File: src/rtl/inst_fetch.sv
// Instruction fetch sequencer: one outstanding imem read, a one-entry instruction register toward decode, and redirect handling.
// Data reaches inst one cycle after imem_ack; HOLD keeps the word until inst_ready, and redirect flushes or drains in any state.
module inst_fetch #(
  parameter logic [31:0] PC_STEP = 32'd4
) (
  input  logic        clk,
  input  logic        reset,
  input  logic [31:0] pc,
  output logic [31:0] pc_d,
  output logic        pc_en,
  output logic        imem_req,
  output logic [31:0] imem_addr,
  input  logic        imem_ack,
  input  logic [31:0] imem_rdata,
  input  logic        redirect,
  input  logic [31:0] redirect_target,
  output logic        inst_valid,
  input  logic        inst_ready,
  output logic [31:0] inst,
  output logic [31:0] inst_pc
);

  typedef enum logic [1:0] {IDLE, FETCH, HOLD, DRAIN} state_t;

  state_t      state_q, state_d;
  logic        imem_req_q, imem_req_d;
  logic [31:0] imem_addr_q, imem_addr_d;
  logic        inst_valid_q, inst_valid_d;
  logic [31:0] inst_q, inst_d;
  logic [31:0] inst_pc_q, inst_pc_d;

  always_comb begin
    pc_en = 1'b0;
    pc_d  = pc;
    if (!reset) begin
      if (redirect) begin
        pc_en = 1'b1;
        pc_d  = redirect_target;
      end else if (state_q == FETCH && imem_ack) begin
        pc_en = 1'b1;
        pc_d  = pc + PC_STEP;
      end
    end
  end

  // Every entry into FETCH latches pc_d, which already equals pc when pc_en is low.
  always_comb begin
    state_d      = state_q;
    imem_req_d   = imem_req_q;
    imem_addr_d  = imem_addr_q;
    inst_valid_d = inst_valid_q;
    inst_d       = inst_q;
    inst_pc_d    = inst_pc_q;
    case (state_q)
      IDLE: begin
        state_d      = FETCH;
        imem_req_d   = 1'b1;
        imem_addr_d  = pc_d;
        inst_valid_d = 1'b0;
      end
      FETCH: begin
        if (imem_ack) begin
          if (redirect) begin
            imem_addr_d = pc_d;
          end else begin
            state_d      = HOLD;
            imem_req_d   = 1'b0;
            inst_valid_d = 1'b1;
            inst_d       = imem_rdata;
            inst_pc_d    = imem_addr_q;
          end
        end else if (redirect) begin
          state_d = DRAIN;
        end
      end
      HOLD: begin
        if (redirect || inst_ready) begin
          state_d      = FETCH;
          imem_req_d   = 1'b1;
          imem_addr_d  = pc_d;
          inst_valid_d = 1'b0;
        end
      end
      DRAIN: begin
        // An ack retires the stale request even when a new redirect arrives with it.
        if (imem_ack) begin
          state_d     = FETCH;
          imem_addr_d = pc_d;
        end
      end
      default: begin
        state_d    = IDLE;
        imem_req_d = 1'b0;
      end
    endcase
  end

  always_ff @(posedge clk) begin
    if (reset) begin
      state_q      <= IDLE;
      imem_req_q   <= 1'b0;
      imem_addr_q  <= 32'd0;
      inst_valid_q <= 1'b0;
      inst_q       <= 32'd0;
      inst_pc_q    <= 32'd0;
    end else begin
      state_q      <= state_d;
      imem_req_q   <= imem_req_d;
      imem_addr_q  <= imem_addr_d;
      inst_valid_q <= inst_valid_d;
      inst_q       <= inst_d;
      inst_pc_q    <= inst_pc_d;
    end
  end

  assign imem_req   = imem_req_q;
  assign imem_addr  = imem_addr_q;
  assign inst_valid = inst_valid_q;
  assign inst       = inst_q;
  assign inst_pc    = inst_pc_q;

endmodule

File: config.mk
export PLATFORM = sky130hd
export DESIGN_NAME = inst_fetch
export DESIGN_NICKNAME = d
export VERILOG_FILES = /design/src/rtl/inst_fetch.sv
export SDC_FILE = /design/constraint.sdc
export NUM_CORES = 1
export LEC_CHECK = 0
export CAP_MARGIN = 20
export CORE_UTILIZATION = 30
export CTS_BUF_LIST = sky130_fd_sc_hd__clkbuf_8
export CTS_CLUSTER_DIAMETER = 50
export DETAILED_ROUTE_END_ITERATION = 10
export GPL_ROUTABILITY_DRIVEN = 0
export PLACE_DENSITY_LB_ADDON = 0.12
export SLEW_MARGIN = 20
export SYNTH_ARGS = -nofsm -noshare
export SYNTH_HDL_FRONTEND = slang
export SYNTH_SLANG_ARGS = --single-unit
File: constraint.sdc
create_clock -name clk -period 1.9 [get_ports clk]
set_input_delay 0.38 -clock clk [delete_from_list [all_inputs] [get_ports clk]]
set_output_delay 0.38 -clock clk [all_outputs]
set_load 0.01 [all_outputs]
## After elaboration in Yosys (flattened, before gate mapping)

Index checks and enable logic that the tools add are counted.

- Add/subtract/negate cells: 1
- Equal/unequal tests: 10
- Muxes and demuxes: 25
- Bitwise logic cells: 1
- Reductions and logical operators: 8

Operators by type and width:

| cell | count |
|---|---|
| 32-bit two-way mux | 7 |
| 32-bit case mux with 4 select lines | 1 |
| 32-bit by 3-bit adder with 32-bit output (second input constant) | 1 |
| 4-bit AND reduction | 3 |
| 2-bit two-way mux | 5 |
| 2-bit inequality test (second input constant) | 5 |
| 1-bit two-way mux | 9 |
| 2-bit case mux with 4 select lines | 1 |
| 3-bit inequality test (second input constant) | 2 |
| 1-bit case mux with 3 select lines | 2 |
| 2-bit == test (second input constant) | 2 |
| 3-bit AND reduction | 1 |
| 3-bit nonzero test | 1 |
| 2-bit by 1-bit == test with 1-bit output (second input constant) | 1 |
| 2-bit zero test | 1 |
| 1-bit logical AND | 1 |
| 1-bit logical OR | 1 |
| 1-bit NOT | 1 |

- Register bits: 100
- Bits of input ports: 101
- Output and inout port bits: 131
- Word-level logic and storage cells: 51

## Depth between registers and ports, before layout

- Depth in word-level cells: 8
- Depth in mapped cells: 7
- Depth with buffers taken out: 6

## Worst setup path after synthesis

Ideal clock, no wire load.

- Path type: input -> output
- From: in pc[17]
- To: out pc_d[31]
- Arrival time: 1.695 ns
- Data required time: 1.520 ns
- Setup slack: -0.175 ns
- Stages: 6
- Path buffers: 1
- Cell sequence: buf_2 -> and3_1 -> nand4_4 -> or4_1 -> a21oi_2 -> nor2_1

- Cells in the longest elaborated chain, start to end: 4

Ends and longest elaborated chain:

| element | RTL line | RTL |
|---|---|---|
| start, declared | 8 | `input logic [31:0] pc,` |
| 32-bit by 3-bit adder with 32-bit output | 41 | `pc_d = pc + PC_STEP;` |
| 32-bit two-way mux | 39 | `end else if (state_q == FETCH && imem_ack) begin` |
| 32-bit two-way mux | 36 | `if (redirect) begin` |
| 32-bit two-way mux | 35 | `if (!reset) begin` |
| end, declared | 9 | `output logic [31:0] pc_d,` |

Every way passes these cells.

## Worst setup path after layout

- From: reg state_q[1]
- To: out pc_d[31]

- Cells in the longest elaborated chain, start to end: 5

Ends and longest elaborated chain:

| element | RTL line | RTL |
|---|---|---|
| start, declared | 25 | `state_t state_q, state_d;` |
| start signal, assigned | 107 | `state_q <= state_d;` |
| 2-bit by 1-bit == test with 1-bit output | 39 |  |
| 1-bit logical AND | 39 |  |
| 32-bit two-way mux | 39 |  |
| 32-bit two-way mux | 36 |  |
| 32-bit two-way mux | 35 |  |

Every way passes these cells.

==> flow_summary.toml <==
[run_status]
status = "finished, violations left"
violations = "setup timing"

[clock_tree]
cts_root_buf = "clkbuf_8"
tritoncts = "yes"
clk_pin_slew_ps = 100
cts_made_buffers = 9
postCtsHoldBufs = 0
insertion_delay_ps = 390
clock_path_buffers = 2
clock_sinks = 100
ctsHtreeMaxLevel = 3

[timing]
hold_viol = 0
period_share_pct = 138
skew_ps = 15.7
maxSlewHeadroom_pct = 54.0
fin_tns_setup_ps = -16800
drv_slew = 0
setup_viol = 40
tightest_slew_ps = 690
worst_slack_ps = -721
fin_crit_ps = 2620
rsz0062_at_grt = "true"
fmax_mhz = 382

[drt]
wire_per_inst_um = 17.3
vias = 6537
dr.first_iter.drc_count = 374
vias_per_cell = 5.15
drt_pass1_iterations = 4
post-route-drc-count = 0
wl_mm = 22.0
drt.antenna.violating_nets = 0

[placement]
dpl.hpwl_mm = 15.8
postPlaceCellArea_sq_um = 8520
portBuffers = 231

[critical_path]
crit_buf_inv = 2
cp.required_ps = 1520
path_cells = "and3b_2, nand4_1, buf_4, or4_4, a21oi_4, nor2_2, buf_2"
startpoint_type = "register"
reg2reg_from = "state_q[1]$_SDFFE_PP0P_"
slowest_delay_ps = 520
crit_fanout = 3
cpMaxStageDelayCell = "or4_4"
crit_type = "reg -> out"
worstSetupEndpointType = "output pin"
crit_arrival_ps = 2240
cp_top_family = "simple AND/OR/NAND/NOR gates"
critical_path.startpoint = "state_q[1]$_SDFFE_PP0P_"

[floorplan]
start_util_pct = 31.2
die_area_sq_um = 17300
die_x_um = 132
rows = 46
io_pins = 232
fp.dieH_um = 132
core_area_sq_um = 16100

[hold_path]
hold_class = "reg -> reg"
holdCritStartpoint = "inst_pc[7]$_SDFFE_PP0P_"

[layout]
final_cell_mix = "clkdlybuf4s50_1 (174), nand2_1 (169), buf_4 (152), dfxtp_1 (98), a21oi_1 (82)"
design_area_sq_um = 9490
final_layout_size_suffix_gt1_share_pct = 29.9
fin_nets = 1150
syn_to_final_growth_pct = 88.6
final_common_cell = "clkdlybuf4s50_1"

[power]
p_leak_nw = 3.78
pwr-share-comb_pct = 29.4
p_per_area_nw_per_um2 = 555
clkPwrFrac_pct = 27.3
intPower_mw = 3.66
power_frac_seq_pct = 43.3
swShare_pct = 30.6
p_switching_mw = 1.61
peakVddDrop_mv = 0.363

[grt]
overflow = 0
grt_max_degree = 67
first_global_vias = 6210
antenna_found_initial = 1
track_usage_pct = 24.3
grt_pass1_wl_mm = 33.4

[synthesis]
synth-main-ff-cell = "dfxtp_1"
yosysWarnings = 0
syn_area_sq_um = 5030
ys_ff_latch = 100
synth_area_per_cell_sq_um = 7.39
yosys.cell_types.count = 62
synth_edf_count = 0
synthesis.nets = 783
async_reset_ff_share_pct = 0
synthCells = 681
yosysSeqAreaShare_pct = 39.8

[flow_run]
max_cap_viol_count = 0
-- per-layer routing --
metal / track usage (%) / up-vias / routed length (um)
met5: 0 / - / 0
met4: 8.33 / 0 / 503
met2: 41.1 / 235 / 10800
met1: 30.6 / 3112 / 9420
li1: - / 3153 / -
met3: 4.67 / 37 / 1290
-- through the flow --
step           hold WS [ps]  worst slack [ps]  std cells  power, mW  util [%]
3_5_place_dp            445             -1250       1208       3.76      52.8
5_1_grt                 474              -775       1270       5.52      58.9
3_3_place_gp            441             -1240       1208       3.75      52.8
4_1_cts                 460              -707       1254       5.24      57.0
6_report                459              -721       1270       5.27      58.9
2_1_floorplan           481             -36.9        681       2.84         -
-- cell usage after synthesis, types with 3 or more instances --
cell type  count  share of area (%)
o41ai_1        4               0.70
a22o_1         4               0.70
o21ai_0       27                2.7
nand3_1       16                1.6
a22oi_1        7                1.0
or3_1          3               0.37
a21oi_1       92                9.1
mux2i_1        3               0.60
or2_2          3               0.37
nand2_1      172                 13
o22ai_1        4               0.50
o31ai_1        5               0.75
o22a_1         7                1.2
dfxtp_1      100                 40
buf_1          7               0.52
nor2_1        43                3.2
buf_4          5               0.75
and2_1         3               0.37
clkbuf_1      36                2.7
inv_1          4               0.30
nor3_1        14                1.4
a31oi_1       12                1.5
nor4_1         7               0.87
o31a_1         4               0.70
o2bb2ai_1      4               0.70
nand2b_1       6               0.75
o21a_1         6               0.90
nand4_1        6               0.75
and4_1         9                1.6
a32oi_1        3               0.52
buf_2         10               0.99
nor2b_1        6               0.75
and3_1        11                1.4
-- power groups by stage --
stage | clock, mW | combinational (mW) | sequential [mW]
6_report | 1.44 | 1.55 | 2.28
3_5_place_dp | 0 | 1.44 | 2.33
3_3_place_gp | 0 | 1.42 | 2.32
5_1_grt | 1.57 | 1.65 | 2.30
2_1_floorplan | 0 | 0.477 | 2.36
4_1_cts | 1.49 | 1.48 | 2.28
-- what timing repair did --
item,CTS,global route
setup buffers,33,21
gates cloned,0,1
gates resized for setup,238,51
endpoints found under the setup margin,119,53
pin swaps,58,41
-- area by class of cell --
| type | instances | area [sq um] |
|---|---|---|
| inverter | 5 | 18.8 |
| multi-input combinational | 519 | 3300 |
| clock buffer | 9 | 124 |
| tap | 216 | 270 |
| clock inverter | 7 | 76.3 |
| sequential | 100 | 2000 |
| timing repair buffer | 413 | 3690 |
| fill | 1445 | 6620 |
| antenna | 1 | 2.50 |
-- path summary, 6_finish.rpt --
kind	end	slack, ps	cells past startpoint
hold / removal	inst_pc[7]$_SDFFE_PP0P_	460	2
setup / recovery	pc_d[31]	-720	7
setup reg to reg	imem_addr[27]$_SDFFE_PP0P_	-190	9
hold reg to reg	inst_pc[7]$_SDFFE_PP0P_	460	2
-- state kept, by name (all words and copies together) (netlist names) --
| register | flops |
|---|---|
| imem_addr | 32 |
| inst | 32 |
| inst_pc | 32 |
| state_q | 2 |
| imem_req | 1 |
| inst_valid | 1 |
-- tightest hold or removal path: cells and delay by family (launching register included) --
family	cells	cell delay, ps
and+or+nand+nor	1	50
AOI/OAI and AO/OA	1	50
DFF	1	320
-- cells by family (layout without fill, tap and decap cells) --
family | Yosys count | after routing | share of synthesized area [%]
buffers and inverters | 63 | 434 | 5.32
other | 0 | 1 | 0
DFF | 100 | 100 | 39.8
and+or+nand+nor | 311 | 312 | 28.7
muxes | 3 | 3 | 0.597
AOI/OAI and AO/OA | 203 | 203 | 25.3
adders and majority gates | 1 | 1 | 0.249
(Power assumes the default switching activity.)
